`config.mk`:
```
export PLATFORM = sky130hd
export DESIGN_NAME = operand_fetch
export DESIGN_NICKNAME = d
export VERILOG_FILES = /design/src/rtl/alu_pkg.sv /design/src/rtl/regfile_2r1w.sv /design/src/rtl/operand_fetch.sv
export SDC_FILE = /design/constraint.sdc
export NUM_CORES = 2
export LEC_CHECK = 0
export ABC_AREA = 0
export ABC_CLOCK_PERIOD_IN_PS = 3500
export CORE_UTILIZATION = 50
export DETAILED_ROUTE_END_ITERATION = 10
export PLACE_DENSITY = 0.69
export SLEW_MARGIN = 5
export SYNTH_ARGS = -nofsm -noshare
export SYNTH_HDL_FRONTEND = slang
export SYNTH_HIERARCHICAL = 1
export SYNTH_SLANG_ARGS = --single-unit
```
`constraint.sdc`:
```
create_clock -name clk -period 3.5 [get_ports clk]
set_input_delay 0.35 -clock clk [delete_from_list [all_inputs] [get_ports clk]]
set_output_delay 0.35 -clock clk [all_outputs]
set_load 0.02 [all_outputs]
```
`src/rtl/alu_pkg.sv`:
```
// Shared decode definitions for the R-type issue path: opcode/funct codes,
// instruction field positions and the decoded-instruction payload.
package alu_pkg;

    localparam int unsigned INSTR_W  = 32;
    localparam int unsigned OPCODE_W = 6;
    localparam int unsigned REG_AW   = 5;
    localparam int unsigned SHAMT_W  = 5;
    localparam int unsigned FUNCT_W  = 6;

    localparam int unsigned OPCODE_LSB = 26;
    localparam int unsigned RS_LSB     = 21;
    localparam int unsigned RT_LSB     = 16;
    localparam int unsigned RD_LSB     = 11;
    localparam int unsigned SHAMT_LSB  = 6;
    localparam int unsigned FUNCT_LSB  = 0;

    localparam logic [OPCODE_W-1:0] OPCODE_RTYPE = 6'b000000;
    localparam logic [FUNCT_W-1:0]  FUNCT_ADD    = 6'b100000;
    localparam logic [FUNCT_W-1:0]  FUNCT_SUB    = 6'b100010;
    localparam logic [FUNCT_W-1:0]  FUNCT_SRL    = 6'b000010;

    typedef struct packed {
        logic [REG_AW-1:0]  rs;
        logic [REG_AW-1:0]  rt;
        logic [REG_AW-1:0]  rd;
        logic [SHAMT_W-1:0] shamt;
        logic [FUNCT_W-1:0] funct;
        logic               legal;
    } decoded_instr_t;

    // Field split plus legality: only R-type add/sub/srl are supported.
    function automatic decoded_instr_t decode_instr(input logic [INSTR_W-1:0] instr);
        decoded_instr_t      d;
        logic [OPCODE_W-1:0] opcode;
        opcode  = instr[OPCODE_LSB +: OPCODE_W];
        d.rs    = instr[RS_LSB +: REG_AW];
        d.rt    = instr[RT_LSB +: REG_AW];
        d.rd    = instr[RD_LSB +: REG_AW];
        d.shamt = instr[SHAMT_LSB +: SHAMT_W];
        d.funct = instr[FUNCT_LSB +: FUNCT_W];
        d.legal = (opcode == OPCODE_RTYPE) &&
                  ((d.funct == FUNCT_ADD) || (d.funct == FUNCT_SUB) || (d.funct == FUNCT_SRL));
        return d;
    endfunction

endpackage

```
`src/rtl/regfile_2r1w.sv`:
```
// Register array with two asynchronous read ports and one synchronous write port.
// Entry 0 always reads as zero and ignores writes.
module regfile_2r1w
    import alu_pkg::*;
#(
    parameter int unsigned DATA_W = 32,
    parameter int unsigned NREGS  = 32
) (
    input  logic              clk,
    input  logic              rst,
    input  logic              we,
    input  logic [REG_AW-1:0] waddr,
    input  logic [DATA_W-1:0] wdata,
    input  logic [REG_AW-1:0] raddr_a,
    input  logic [REG_AW-1:0] raddr_b,
    output logic [DATA_W-1:0] rdata_a,
    output logic [DATA_W-1:0] rdata_b
);

    logic [DATA_W-1:0] mem [NREGS];

    always_ff @(posedge clk) begin
        if (rst) begin
            mem <= '{default: '0};
        end else if (we && (waddr != '0)) begin
            mem[waddr] <= wdata;
        end
    end

    assign rdata_a = (raddr_a == '0) ? '0 : mem[raddr_a];
    assign rdata_b = (raddr_b == '0) ? '0 : mem[raddr_b];

endmodule

```
`src/rtl/operand_fetch.sv`:
```
// Issue/read stage: decodes R-type words, reads operands with write-back bypass,
// tracks in-flight destinations in a scoreboard and stalls on read-after-write hazards.
module operand_fetch
    import alu_pkg::*;
#(
    parameter int unsigned DATA_W = 32,
    parameter int unsigned NREGS  = 32
) (
    input  logic               clk,
    input  logic               rst,
    input  logic               in_valid,
    output logic               in_ready,
    input  logic [INSTR_W-1:0] instr,
    input  logic               wb_en,
    input  logic [REG_AW-1:0]  wb_rd,
    input  logic [DATA_W-1:0]  wb_data,
    output logic               out_valid,
    input  logic               out_ready,
    output logic [DATA_W-1:0]  op_a,
    output logic [DATA_W-1:0]  op_b,
    output logic [SHAMT_W-1:0] shamt_o,
    output logic [FUNCT_W-1:0] funct_o,
    output logic [REG_AW-1:0]  rd_o,
    output logic               illegal
);

    decoded_instr_t    dec;
    logic [NREGS-1:0]  pending;
    logic [NREGS-1:0]  pending_next;
    logic [DATA_W-1:0] rdata_a;
    logic [DATA_W-1:0] rdata_b;
    logic [DATA_W-1:0] opnd_a;
    logic [DATA_W-1:0] opnd_b;
    logic              byp_a;
    logic              byp_b;
    logic              hazard;
    logic              accept;

    assign dec = decode_instr(instr);

    regfile_2r1w #(
        .DATA_W (DATA_W),
        .NREGS  (NREGS)
    ) u_regfile (
        .clk     (clk),
        .rst     (rst),
        .we      (wb_en),
        .waddr   (wb_rd),
        .wdata   (wb_data),
        .raddr_a (dec.rs),
        .raddr_b (dec.rt),
        .rdata_a (rdata_a),
        .rdata_b (rdata_b)
    );

    // A write-back landing this cycle both bypasses the operand and resolves its hazard.
    always_comb begin
        byp_a  = wb_en && (wb_rd == dec.rs) && (dec.rs != '0);
        byp_b  = wb_en && (wb_rd == dec.rt) && (dec.rt != '0);
        hazard = ((dec.rs != '0) && pending[dec.rs] && !byp_a) ||
                 ((dec.rt != '0) && pending[dec.rt] && !byp_b);
        in_ready = !hazard && (!out_valid || out_ready);
        accept   = in_valid && in_ready;
        opnd_a   = byp_a ? wb_data : rdata_a;
        opnd_b   = byp_b ? wb_data : rdata_b;
    end

    // Setting a destination outranks a same-cycle clear of the same register.
    always_comb begin
        pending_next = pending;
        if (wb_en) begin
            pending_next[wb_rd] = 1'b0;
        end
        if (accept && dec.legal && (dec.rd != '0)) begin
            pending_next[dec.rd] = 1'b1;
        end
        pending_next[0] = 1'b0;
    end

    always_ff @(posedge clk) begin
        if (rst) begin
            pending   <= '0;
            out_valid <= 1'b0;
            op_a      <= '0;
            op_b      <= '0;
            shamt_o   <= '0;
            funct_o   <= '0;
            rd_o      <= '0;
            illegal   <= 1'b0;
        end else begin
            pending <= pending_next;
            if (accept) begin
                out_valid <= 1'b1;
                op_a      <= opnd_a;
                op_b      <= opnd_b;
                shamt_o   <= dec.shamt;
                funct_o   <= dec.funct;
                rd_o      <= dec.rd;
                illegal   <= !dec.legal;
            end else if (out_ready) begin
                out_valid <= 1'b0;
            end
        end
    end

endmodule

```
==> impl_metrics.toml <==
[sta]
worst_slew_pin_slew_ns = 1.30
rsz0062_at_grt = "false"
relSlewSlack = 0.128
skew_ns = 0.0360
hold_viol = 0
setup_viol = 0
max_freq_mhz = 327
min_period_over_period = 0.874
post-route-min-period_ns = 3.06
fin_tns_setup_ns = 0
report.final.slew_viol_count = 0

[logic_synthesis]
synth_area_leaders = "dfxtp_1 39%, mux4_2 14%, nand2_1 13%"
synth.yosys.warnings = 6
syn_avg_cell_area_sq_um = 8.73
synth_area_sq_mm = 0.0587
yosysMostFrequentCell = "nand2_1"
synth.distinct_cells = 63
synthCells = 6719
yosys.area.top_type = "dfxtp_1"
synth_edf_count = 0
syn-num-nets = 6793
synth_top_area_frac = 0.388
postSynthRegisterBits = 1137
synth_flop_cell = "dfxtp_1"
async_reset_ff_frac = 0
synthTopCellsByCount = "2051 x nand2_1, 1137 x dfxtp_1, 1052 x a21oi_1"
seq_area_frac_synth = 0.388

[critical_path]
critPathArrivalTime_ns = 2.71
r2r-end = "op_a[18]"
rr_worst_depth = 7
worstSetupStartpointType = "flip-flop"
r2r_slack_ns = 0.72
crit_end = "in_ready"
worstPathRequired_ns = 3.15
critPathMaxFanout = 3
path_class = "flip-flop to primary output"
timing.rr.start = "u_regfile/mem[562]"
startpoint = "pending[15]"
cp-end-kind = "primary output"

[cts]
cts_setup_buffers = 0
cts_max_path_buffers = 3
cts-root-buf = "clkbuf_16"
cts_inserted_buffers = 117
clk_pin_slew_worst_paths_ns = 0.07
insertion_delay_ns = 0.75
tritoncts = "built"
cts_hold_buffers = 0
htree_levels = 3
cts.sink_count = 1137

[final_layout]
multiInputGateArea_sq_mm = 0.0331
fin_util = 0.577
drive_above_1_share = 0.160
nNetsFinal = 6705
syn2layout_area_growth_pct = 14.2
regArea_sq_mm = 0.0228
fillers = 9989

[routing]
first_iter_violations = 9039
final_antenna_net_count = 0
drt-total-wl_um = 249000
vias = 55700
drc_errors = 0
first_pass_iters = 7
wire_per_inst_um = 30.2
viasPerCell = 6.75

[floorplanning]
core_area_sq_mm = 0.116
die_w_um = 345
die_h_um = 345
io_pins = 157
start_util = 0.505
dieArea_sq_mm = 0.119
rows = 125

[status]
status = "finished, final reports clean"

[flow_run]
cap_violations = 0

[global_route]
antenna_found_initial = 13
grt_max_degree = 118
grt_pass1_wl_um = 355000
grt_use_total = 0.410
grt_pass1_vias = 51900
grt-ovfl-total = 0

[power_and_ir_drop]
pwr_density_cell_mw_per_mm2 = 444
ir_worst_vdd_v = 0.000435
p_leak_nw = 23.0
p_total_mw = 29.7

[place]
port_buffers = 156
place.gp.congestion = 1.04
dp_hpwl_um = 154000

[min_path]
hold_path_class = "input pin to flip-flop"
==> final cells by class <==
type | count | area share
multi-input cells | 4890 | 0.494
flip-flops and latches | 1137 | 0.340
repair buffers | 481 | 0.0766
clock buffers | 162 | 0.0504
well taps | 1524 | 0.0285
clock inverters | 57 | 0.0104
inverters | 4 | 0.000224
diodes | 4 | 0.000149
==> worst max-delay path: stages (launching register included) <==
cell and delay [ns]:
dfxtp_1 0.33, mux4_2 0.47, mux2_2 0.28, and3_1 0.21, nor4_4 0.24, o31a_1 0.22, dlymetal6s2s_1 0.23
==> flip-flops by register name (all words and copies together) (netlist names) <==
| signal | cells |
|---|---|
| op_b | 32 |
| u_regfile/mem | 1024 |
| rd_o | 5 |
| op_a | 32 |
| out_valid | 1 |
| funct_o | 6 |
| pending | 31 |
| shamt_o | 5 |
| illegal | 1 |
==> kinds of logic (layout without fill, tap and decap cells) <==
family	Yosys count	count (layout)	synth area share
xor gates and xnor gates	10	10	0.00149
AOI/OAI and AO/OA	1448	1448	0.142
muxes	904	904	0.237
and+or+nand+nor	2528	2528	0.179
other	0	4	0
buffers and inverters	692	704	0.0525
DFF	1137	1137	0.388
==> worst min-delay path by stage <==
stage                        from             endpoint  slack, ns  cells after the start
2_1_floorplan  u_regfile/mem[101]   u_regfile/mem[101]       0.44                      2
3_3_place_gp   u_regfile/mem[331]   u_regfile/mem[331]       0.45                      2
3_5_place_dp   u_regfile/mem[517]   u_regfile/mem[517]       0.46                      2
4_1_cts                       rst   u_regfile/mem[755]       0.05                      2
5_1_grt                       rst  u_regfile/mem[1001]       0.08                      2
6_report                      rst   u_regfile/mem[777]       0.09                      2
==> layer usage <==
| metal | global-route usage | vias to the layer above | share of wire |
|---|---|---|---|
| met5 | 0 | - | 0.00050 |
| met4 | 0.304 | 12 | 0.092 |
| met3 | 0.145 | 1299 | 0.16 |
| met2 | 0.586 | 4582 | 0.41 |
| met1 | 0.506 | 26500 | 0.34 |
| li1 | - | 23300 | - |
==> what timing repair did <==
item | in CTS | in global routing
resized for setup | 1 | 2
endpoints found under the setup margin | 1 | 1
endpoints found under the hold margin | 0 | 0
pin swaps | 0 | 0
==> metrics by stage <==
stage,worst slack (ns),cell area [sq um],hold WS (ns),cells
2_1_floorplan,0.941,58700,0.443,6719
3_3_place_gp,-0.128,62900,0.450,8036
3_5_place_dp,-0.180,62900,0.458,8036
4_1_cts,0.00278,67000,0.0475,8255
5_1_grt,0.350,67000,0.0795,8255
6_report,0.439,67000,0.0907,8259
==> power by group <==
part	leakage [nW]	internal, mW	total [mW]	switching, mW
logic	11.8	1.12	3.21	2.09
registers	9.17	13.1	13.3	0.178
clock network	1.99	7.64	13.3	5.64
==> cells in the final DEF, fill, tap and decap left out, types with 21 or more instances in the layout <==
cell type / n
nand2b_1: 39
clkbuf_8: 25
nor4_1: 21
mux2_2: 40
dfxtp_1: 1137
nand3_1: 35
nand2_1: 2043
buf_4: 238
a2111oi_2: 23
o221ai_1: 26
clkbuf_16: 119
buf_12: 90
a21oi_1: 1052
nor2_1: 73
nor2b_1: 140
nand3b_1: 22
o21ai_0: 55
clkdlybuf4s50_1: 145
mux2i_1: 437
mux2_4: 50
nor3_1: 40
clkinv_2: 28
a211oi_1: 44
o22ai_1: 45
a22o_1: 55
a22oi_1: 111
mux4_2: 361
Power figures use the tool's default switching activity.
